<file path="config.mk">
export PLATFORM = sky130hd
export DESIGN_NAME = pipeline_hazard_controller
export DESIGN_NICKNAME = d
export VERILOG_FILES = /design/src/rtl/pipeline_hazard_controller.sv
export SDC_FILE = /design/constraint.sdc
export NUM_CORES = 1
export LEC_CHECK = 0
export BUFFER_PORTS_ARGS = -buffer_cell sky130_fd_sc_hd__buf_2
export CAP_MARGIN = 20
export CORE_ASPECT_RATIO = 1.1
export CORE_UTILIZATION = 32
export DETAILED_ROUTE_END_ITERATION = 6
export PLACE_DENSITY_LB_ADDON = 0.08
export SLEW_MARGIN = 20
export SYNTH_ARGS = -nofsm -noshare
export SYNTH_HDL_FRONTEND = slang
export SYNTH_SLANG_ARGS = --single-unit
</file>
<file path="constraint.sdc">
create_clock -name clk -period 5.44 [get_ports clk]
set_input_delay 1.088 -clock clk [delete_from_list [all_inputs] [get_ports clk]]
set_output_delay 1.088 -clock clk [all_outputs]
set_load 0.05 [all_outputs]
</file>
<file path="src/rtl/pipeline_hazard_controller.sv">
// Pipeline hazard controller: data/pause/UART stalls and masked IRQ arbitration.
// Define HAZARD_STATS_EN to add the saturating stall_cycles counter output.
module pipeline_hazard_controller #(
    parameter int unsigned     STAGE_CNT  = 5,
    parameter int unsigned     REG_ADDR_W = 5,
    parameter int unsigned     PC_W       = 32,
    parameter logic [PC_W-1:0] PC_MAX     = PC_W'(32'h3FFF),
    parameter int unsigned     IRQ_CNT    = 4
) (
    input  logic                    clk,
    input  logic                    rst,
    input  logic                    reg_1_valid,
    input  logic                    reg_2_valid,
    input  logic [REG_ADDR_W-1:0]   id_reg_1_idx,
    input  logic [REG_ADDR_W-1:0]   id_reg_2_idx,
    input  logic                    branch_instruction,
    input  logic                    ex_mem_read_enable,
    input  logic                    ex_reg_write_enable,
    input  logic                    ex_no_op,
    input  logic [REG_ADDR_W-1:0]   ex_reg_dest_idx,
    input  logic                    mem_reg_write_enable,
    input  logic                    mem_no_op,
    input  logic [REG_ADDR_W-1:0]   mem_reg_dest_idx,
    input  logic [PC_W-1:0]         pc_next,
    input  logic                    cpu_pause,
    input  logic                    uart_complete,
    input  logic [IRQ_CNT-1:0]      irq_req,
    input  logic [IRQ_CNT-1:0]      irq_mask,
    input  logic [IRQ_CNT-1:0]      irq_done,
    output logic [IRQ_CNT-1:0]      irq_grant,
    output logic                    uart_disable,
    output logic                    pc_reset,
    output logic [2*STAGE_CNT-1:0]  hazard_control,
    output logic [2:0]              issue_type
`ifdef HAZARD_STATS_EN
   ,output logic [31:0]             stall_cycles
`endif
);

    localparam int unsigned HC_W = 2 * STAGE_CNT;

    localparam logic [1:0] HC_NORMAL = 2'b00;
    localparam logic [1:0] HC_HOLD   = 2'b01;
    localparam logic [1:0] HC_NO_OP  = 2'b10;

    localparam logic [2:0] ISSUE_NONE  = 3'd0;
    localparam logic [2:0] ISSUE_DATA  = 3'd1;
    localparam logic [2:0] ISSUE_PAUSE = 3'd2;
    localparam logic [2:0] ISSUE_UART  = 3'd3;
    localparam logic [2:0] ISSUE_IRQ   = 3'd4;

    typedef enum logic [1:0] {
        S_IDLE      = 2'd0,
        S_EXECUTE   = 2'd1,
        S_HAZARD    = 2'd2,
        S_INTERRUPT = 2'd3
    } state_e;

    state_e             state_q, state_d;
    logic [HC_W-1:0]    hazard_control_q, hazard_control_d;
    logic [2:0]         issue_type_q, issue_type_d;
    logic [IRQ_CNT-1:0] irq_grant_q, irq_grant_d;
    logic               pc_reset_q, pc_reset_d;
    logic               uart_disable_q, uart_disable_d;

    logic               ex_conflict;
    logic               mem_conflict;
    logic               data_hazard;
    logic               uart_hazard;
    logic [IRQ_CNT-1:0] irq_masked;
    logic               irq_pending;
    logic [IRQ_CNT-1:0] irq_lowest;
    logic               serial_resolved;
    logic               irq_exit;

    // Hazard detection on the current ID/EX/MEM snapshot
    always_comb begin
        ex_conflict  = ex_reg_write_enable && !ex_no_op &&
                       ((reg_1_valid && (id_reg_1_idx == ex_reg_dest_idx)) ||
                        (reg_2_valid && (id_reg_2_idx == ex_reg_dest_idx)));
        mem_conflict = mem_reg_write_enable && !mem_no_op &&
                       ((reg_1_valid && (id_reg_1_idx == mem_reg_dest_idx)) ||
                        (reg_2_valid && (id_reg_2_idx == mem_reg_dest_idx)));
        data_hazard  = (branch_instruction && (ex_conflict || mem_conflict)) ||
                       (ex_mem_read_enable && ex_conflict);
        uart_hazard  = pc_next > PC_MAX;
        irq_masked   = irq_req & irq_mask;
        irq_pending  = |irq_masked;
        // two's-complement trick isolates the lowest set bit
        irq_lowest   = irq_masked & (~irq_masked + IRQ_CNT'(1));
        serial_resolved = uart_complete &&
                          ((issue_type_q != ISSUE_PAUSE) || !cpu_pause);
        irq_exit     = |(irq_done & irq_grant_q);
    end

    // State and output registers
    always_ff @(posedge clk) begin
        if (rst) begin
            state_q          <= S_IDLE;
            hazard_control_q <= '0;
            issue_type_q     <= ISSUE_NONE;
            irq_grant_q      <= '0;
            pc_reset_q       <= 1'b0;
            uart_disable_q   <= 1'b1;
        end else begin
            state_q          <= state_d;
            hazard_control_q <= hazard_control_d;
            issue_type_q     <= issue_type_d;
            irq_grant_q      <= irq_grant_d;
            pc_reset_q       <= pc_reset_d;
            uart_disable_q   <= uart_disable_d;
        end
    end

    // Next-state logic
    always_comb begin
        state_d = state_q;
        case (state_q)
            S_IDLE: state_d = S_EXECUTE;
            S_EXECUTE: begin
                if (data_hazard || cpu_pause || uart_hazard) begin
                    state_d = S_HAZARD;
                end else if (irq_pending) begin
                    state_d = S_INTERRUPT;
                end
            end
            S_HAZARD: begin
                if (issue_type_q == ISSUE_DATA) begin
                    if (!data_hazard) begin
                        state_d = S_EXECUTE;
                    end
                end else if (serial_resolved) begin
                    state_d = S_EXECUTE;
                end
            end
            S_INTERRUPT: begin
                if (irq_exit) begin
                    state_d = S_EXECUTE;
                end
            end
            default: state_d = S_IDLE;
        endcase
    end

    // Output logic; pc_reset defaults low so it only pulses for one cycle
    always_comb begin
        hazard_control_d = hazard_control_q;
        issue_type_d     = issue_type_q;
        irq_grant_d      = irq_grant_q;
        pc_reset_d       = 1'b0;
        uart_disable_d   = uart_disable_q;
        case (state_q)
            S_EXECUTE: begin
                if (data_hazard) begin
                    hazard_control_d[1:0] = HC_HOLD;
                    hazard_control_d[3:2] = HC_HOLD;
                    hazard_control_d[5:4] = HC_NO_OP;
                    issue_type_d          = ISSUE_DATA;
                end else if (cpu_pause || uart_hazard) begin
                    hazard_control_d[1:0] = HC_NO_OP;
                    uart_disable_d        = 1'b0;
                    issue_type_d          = cpu_pause ? ISSUE_PAUSE : ISSUE_UART;
                end else if (irq_pending) begin
                    hazard_control_d = {STAGE_CNT{HC_NO_OP}};
                    irq_grant_d      = irq_lowest;
                    issue_type_d     = ISSUE_IRQ;
                end
            end
            S_HAZARD: begin
                if (issue_type_q == ISSUE_DATA) begin
                    if (!data_hazard) begin
                        hazard_control_d[5:0] = {3{HC_NORMAL}};
                        issue_type_d          = ISSUE_NONE;
                    end
                end else if (serial_resolved) begin
                    hazard_control_d[1:0] = HC_NORMAL;
                    uart_disable_d        = 1'b1;
                    pc_reset_d            = 1'b1;
                    issue_type_d          = ISSUE_NONE;
                end else if (cpu_pause) begin
                    issue_type_d = ISSUE_PAUSE;
                end
            end
            S_INTERRUPT: begin
                if (irq_exit) begin
                    hazard_control_d = {STAGE_CNT{HC_NORMAL}};
                    irq_grant_d      = '0;
                    issue_type_d     = ISSUE_NONE;
                end
            end
            default: ;
        endcase
    end

`ifdef HAZARD_STATS_EN
    logic [31:0] stall_cycles_q, stall_cycles_d;

    // Saturating count of cycles spent stalled or servicing an interrupt
    always_comb begin
        stall_cycles_d = stall_cycles_q;
        if (((state_q == S_HAZARD) || (state_q == S_INTERRUPT)) &&
            (stall_cycles_q != 32'hFFFF_FFFF)) begin
            stall_cycles_d = stall_cycles_q + 32'd1;
        end
    end

    always_ff @(posedge clk) begin
        if (rst) begin
            stall_cycles_q <= '0;
        end else begin
            stall_cycles_q <= stall_cycles_d;
        end
    end

    assign stall_cycles = stall_cycles_q;
`endif

    assign hazard_control = hazard_control_q;
    assign issue_type     = issue_type_q;
    assign irq_grant      = irq_grant_q;
    assign pc_reset       = pc_reset_q;
    assign uart_disable   = uart_disable_q;

endmodule

</file>
==> reports/results.ini, run 1 <==
[place]
dpl.cell_count=268
place_congestion=0.7917
hpwl_mm=2.649
numPortBuffers=77
place_area_um2=1623

[sta]
finalCritPeriodShare_pct=52.64
rsz0062_at_grt=false
fmax_mhz=349.2
finalSetupViolCount=0
hold_viol=0
holdWs_ps=477.0
slew_violations=0
tns_ps=0
clock-skew-final_ps=6.783
slew_headroom_pct=60.42
tightest_slew_ps=587.4
period_needed_ps=2864

[routing]
wire_per_inst_um=11.80
antenna_left=0
firstDrtPassIters=4
routed_wl_mm=3.210
avgViaCountPerCell=4.989
drc=0
drtIter0Drc=15
vias=1357

[logic_synthesis]
syn_area_per_cell_um2=8.226
async_reset_ff_share_pct=0
synth-main-ff-cell=dfxtp_1
synth_top_area_cell=dfxtp_1
ys_top_cells_by_area=dfxtp_1, xnor2_1, nand2_1
synth_area_um2=1217
synth-edff-count=0
ys_warn_count=0
yosysSeqAreaShare_pct=27.95
netlist.area_leader.share_pct=27.95
syn_inst=148
synth-seq-cells=17
synthDistinctLibCells=43

[worst_setup_path]
critPathArrivalTime_ps=3020
end_kind=flop
crit_required_ps=5590
startpoint=id_reg_1_idx[0]
timing.critical_path.fanout_max=14
start_kind=input port
path_class=in -> reg
rr_startpoint=irq_grant[2]$_SDFFE_PP0P_

[grt]
use_met1_pct=17.85
grt-ovfl-total=0
grt_util_met3_pct=2.913
grt_pass1_vias=1228
grt_pass1_wl_mm=5.023
antenna_found_initial=0
grt_max_degree=19
gr-usage-met2_pct=30.91
gr-max-usage-layer=met2
track_usage_pct=16.46

[clock_network]
cts-resized-gates=0
cts_tree=yes
clk_pin_slew_ps=70
cts_hold_buf=0
clk_path_buf_depth=2
post-cts-setup-buffers=0
numCtsBuffers=3
htreeDepth=1
clockRootBuffer=clkbuf_8
clk_latency_ps=260
clkSinkCount=17

[power_and_ir_drop]
leakage_uw=0.0007399
powerDensity_nw_per_um2=245.6
power_uw=409.9
ir_drop_uv=82.63

[hold_path]
holdCritPathClass=reg -> reg
hold_start=hazard_control[5]$_SDFFE_PP0P_

[final_layout]
finalInstanceArea_um2=1669
final_common_cell=buf_2
stdcell_count=272
syn2layout_area_growth_pct=37.10
antenna_cells=0
num-nets-final=299
layout_common_cells=buf_2, dfxtp_1, xnor2_1
drive_gt1_share_pct=39.19

[die]
coreArea_um2=3655
die_y_um=66.69
start_util_pct=33.31
io_pins=95
dieArea_um2=4055
num_rows=23
fp.dieW_um=60.81

[flow_run]
max_cap_violations=0

[status]
status=finished clean

-- cell usage after synthesis, types with 2 or more instances --
cell	instances
o21ai_0	4
dfxtp_1	17
nand3_1	4
inv_1	5
xnor2_1	16
nand2_1	10
or4_1	2
buf_4	4
or4_4	2
o32ai_1	2
xor2_1	4
nand3b_1	4
a221oi_1	2
o2111ai_1	2
nor2_1	9
o2bb2ai_1	4
nand4_1	6
a21oi_1	7
nand2b_1	5
clkbuf_1	4
nor3b_1	2
a21bo_2	2
nor2b_1	5
o21bai_1	2
nor4_1	6
-- metrics by stage --
| stage | setup slack, ps | utilization [%] |
|---|---|---|
| floorplan | 2660 | - |
| global placement | 2290 | 44.40 |
| detailed placement | 2306 | 44.40 |
| CTS | 2580 | 45.67 |
| global route | 2416 | 45.67 |
| finish | 2576 | 45.67 |
-- report_power, final --
| part | internal (uW) | total (uW) | switching [uW] |
|---|---|---|---|
| clock | 50.9 | 97.4 | 46.4 |
| sequential | 137 | 156 | 18.4 |
| combinational | 62.9 | 157 | 93.8 |
-- critical path, cell delays in order --
cell     delay [ps]
buf_2           120
xnor2_1         130
nand4_1          90
nor4_1           50
or4_4           630
o21ai_0         530
nor3b_1         110
a211o_1         280
-- final cells by class --
class / count / area [um2]
Clock inverter: 1 / 5.005
Fill cell: 395 / 1986
Inverter: 5 / 18.77
Multi-Input combinational cell: 119 / 815.8
Clock buffer: 3 / 41.29
Timing Repair Buffer: 77 / 385.4
Sequential cell: 17 / 340.3
Tap cell: 50 / 62.56
-- state kept, by name (all words and copies together), names as in the netlist --
signal,cells
hazard_control,6
uart_disable,1
pc_reset,1
irq_grant,4
state_q,2
issue_type,3
-- per-layer routing --
| metal | wire length [um] | part of all wire, % |
|---|---|---|
| met2 | 1632 | 51 |
| met1 | 1375 | 43 |
| met3 | 158 | 4.9 |
| met5 | 0 | 0 |
| met4 | 44 | 1.4 |
-- cells by family after synthesis --
group                  count (synthesis)  synth area share (%)
flip-flops                            17                 27.96
AND/OR/NAND/NOR                       60                 29.50
AO/OA/AOI/OAI                         35                 21.38
buffers and inverters                 14                 5.652
other                                  1                0.3080
multiplexers                           1                0.8222
XOR/XNOR                              20                 14.39
-- worst paths after layout --
| kind | slack (ps) | end | cells past startpoint |
|---|---|---|---|
| max | 2580 | hazard_control[0]$_SDFFE_PP0P_ | 8 |
| min | 480 | hazard_control[5]$_SDFFE_PP0P_ | 2 |
| max reg2reg | 3610 | hazard_control[0]$_SDFFE_PP0P_ | 6 |
| min reg2reg | 480 | hazard_control[5]$_SDFFE_PP0P_ | 2 |
(Power assumes the default switching activity.)
==> inputs of run 2 (changes only) <==
ABC_AREA = 1   (was not set)
clock period = 2.9 ns   (was 5.44 ns; I/O delays follow)
==> reports/results.ini, run 2 <==
[routing]
routed_wl_mm=3.625  ; was 3.210 mm
avgViaCountPerCell=4.471  ; was 4.989
vias=1708  ; was 1,357
wire_per_inst_um=9.490  ; was 11.80 um
drc=0  ; unchanged
firstDrtPassIters=4  ; unchanged
drtIter0Drc=112  ; was 15
antenna_left=0  ; unchanged

[die]
io_pins=95  ; unchanged
coreArea_um2=4024  ; was 3655 um2
num_rows=24  ; was 23
start_util_pct=34.08  ; was 33.31%
die_y_um=70.66  ; was 66.69 um
fp.dieW_um=64.42  ; was 60.81 um
dieArea_um2=4552  ; was 4055 um2

[final_layout]
syn2layout_area_growth_pct=34.22  ; was 37.10%
largest_reg_flops=6  ; unchanged
final_common_cell=nand2_1  ; was buf_2
antenna_cells=0  ; unchanged
layout_common_cells=nand2_1, buf_2, inv_1  ; was buf_2, dfxtp_1, xnor2_1
drive_gt1_share_pct=27.88  ; was 39.19%
fillCellCount=468  ; was 395
num-nets-final=407  ; was 299

[sta]
finalCritPeriodShare_pct=61.76
tns_ps=0  ; unchanged
fmax_mhz=558.3
fin_ws_ps=1109  ; was 2576 ps
hold_viol=0  ; unchanged
finalSetupViolCount=0  ; unchanged
clock-skew-final_ps=1.073  ; was 6.783 ps
rsz0062_at_grt=false  ; unchanged
period_needed_ps=1791
slew_violations=0  ; unchanged

[grt]
grt_max_degree=15  ; was 19
track_usage_pct=16.64  ; was 16.46%
grt-ovfl-total=0  ; unchanged
antenna_found_initial=0  ; unchanged
grt_pass1_wl_mm=6.120  ; was 5.023 mm
grt_pass1_vias=1527  ; was 1,228

[worst_setup_path]
rr_endpoint=state_q[1]$_SDFFE_PP0P_  ; was hazard_control[0]$_SDFFE_PP0P_
path_class=in -> reg  ; unchanged
rr_startpoint=issue_type[0]$_SDFFE_PP0P_  ; was irq_grant[2]$_SDFFE_PP0P_
critPathArrivalTime_ps=1920  ; was 3020 ps
reg2reg_slack_ps=1340  ; was 3610 ps
start_kind=input port  ; unchanged
crit_required_ps=3030  ; was 5590 ps
timing.critical_path.fanout_max=6  ; was 14
startpoint=pc_next[31]  ; was id_reg_1_idx[0]
reg2reg_depth=11  ; was 6
end_kind=flop  ; unchanged

[clock_network]
cts_tree=yes  ; unchanged
cts_hold_buf=0  ; unchanged
clkSinkCount=17  ; unchanged
clockRootBuffer=clkbuf_8  ; unchanged
cts-resized-gates=0  ; unchanged
numCtsBuffers=3  ; unchanged
clk_pin_slew_ps=60  ; was 70 ps
post-cts-setup-buffers=0  ; unchanged
clk_latency_ps=250  ; was 260 ps
clk_path_buf_depth=2  ; unchanged
htreeDepth=1  ; unchanged

[place]
hpwl_mm=3.078  ; was 2.649 mm
numPortBuffers=77  ; unchanged
dpl_worst_slack_ps=831.6  ; was 2306 ps
place_congestion=0.8678  ; was 0.7917

[power_and_ir_drop]
leakage_uw=0.001120  ; was 0.0007399 uW
ir_drop_uv=207.3  ; was 82.63 uV
powerDensity_nw_per_um2=419.2  ; was 245.6 nW/um2

[logic_synthesis]
yosysSeqAreaShare_pct=24.82  ; was 27.95%
synthDistinctLibCells=24  ; was 43
synth_top_area_cell=nand2_1  ; was dfxtp_1
syn_area_per_cell_um2=5.442  ; was 8.226 um2
netlist.area_leader.share_pct=26.55  ; was 27.95%
synth-seq-cells=17  ; unchanged
async_reset_ff_share_pct=0  ; unchanged
synth-edff-count=0  ; unchanged
synth-main-ff-cell=dfxtp_1  ; unchanged
ys_top_cells_by_area=nand2_1, dfxtp_1, inv_1  ; was dfxtp_1, xnor2_1, nand2_1
ys_warn_count=0  ; unchanged
synth_most_common_cell=nand2_1  ; was dfxtp_1
ys_top_cells_by_count=nand2_1, inv_1, nor2_1  ; was dfxtp_1, xnor2_1, nand2_1
synth_area_um2=1371  ; was 1217 um2
syn_inst=252  ; was 148

[hold_path]
hold_start=hazard_control[0]$_SDFFE_PP0P_  ; was hazard_control[5]$_SDFFE_PP0P_
holdCritPathClass=reg -> reg  ; unchanged
min_to=hazard_control[0]$_SDFFE_PP0P_  ; was hazard_control[5]$_SDFFE_PP0P_
hold-path-cell-count=2  ; unchanged

[flow_run]
max_cap_violations=0  ; unchanged

[status]
status=finished clean  ; unchanged

## run 2: cell types whose count changed after synthesis, moves of 5 or more
| cell | delta |
|---|---|
| nand3_1 | +11 |
| inv_1 | +31 |
| nor4_1 | -6 |
| nor2b_1 | -5 |
| a21oi_1 | +13 |
| nand2b_1 | -5 |
| nand2_2 | +5 |
| nand2_1 | +87 |
| nor2_1 | +26 |
| xnor2_1 | -16 |
## run 2: layout make-up
class,instances,area [um2],area share [%]
Sequential cell,17,340.3,18.49
Inverter,38,142.6,7.750
Tap cell,52,65.06,3.535
Multi-Input combinational cell,194,862.1,46.84
Timing Repair Buffer,77,385.4,20.94
Clock buffer,4,45.04,2.447
## run 2: critical path: stages
cell and delay [ps]:
buf_2 90, or2_1 220, nor2_2 140, nand4_2 170
nand2_2 130, nand2_2 80, nor3_4 240, nand2_2 130
nand2_1 80, a21oi_1 60
## run 2: where the power goes
part	leakage [uW]	switching [uW]	total [uW]	internal (uW)
registers	0.000139	15.8	273	258
clock network	0.0000228	77.0	174	97.4
logic	0.000958	220	324	103
## run 2: metrics by stage
| stage | area (um2) | std cells | hold WS (ps) | total power (uW) | util [%] |
|---|---|---|---|---|---|
| floorplan | 1379 | 254 | 500.0 | 508.9 | - |
| detailed placement | 1795 | 378 | 449.6 | 603.7 | 44.62 |
| finish | 1841 | 382 | 460.2 | 771.5 | 45.74 |
| CTS | 1841 | 382 | 459.7 | 780.0 | 45.74 |
| global route | 1841 | 382 | 497.8 | 830.7 | 45.74 |
| global placement | 1795 | 378 | 447.9 | 603.8 | 44.62 |
## run 2: cell families after synthesis
family          count (synthesis)  share of synthesized area [%]
flops                          17                          24.82
compound gates                 24                          9.215
simple gates                  167                          52.83
buf+inv                        43                          12.87
other cells                     1                         0.2735
## run 2: metal layers
metal	part of all wire (%)	track usage, %	routed length (um)
met5	0	0	0
met4	0.28	2.222	10
met3	7.1	3.710	258
met2	47	29.82	1688
met1	46	20.61	1667
## run 2: worst max-delay path by stage
| stage | slack, ps | to |
|---|---|---|
| 2_1_floorplan | 1100 | irq_grant[0]$_SDFFE_PP0P_ |
| 3_3_place_gp | 830 | irq_grant[0]$_SDFFE_PP0P_ |
| 3_5_place_dp | 830 | hazard_control[7]$_SDFFE_PP0P_ |
| 4_1_cts | 1100 | irq_grant[0]$_SDFFE_PP0P_ |
| 5_1_grt | 950 | hazard_control[7]$_SDFFE_PP0P_ |
| 6_report | 1110 | hazard_control[7]$_SDFFE_PP0P_ |
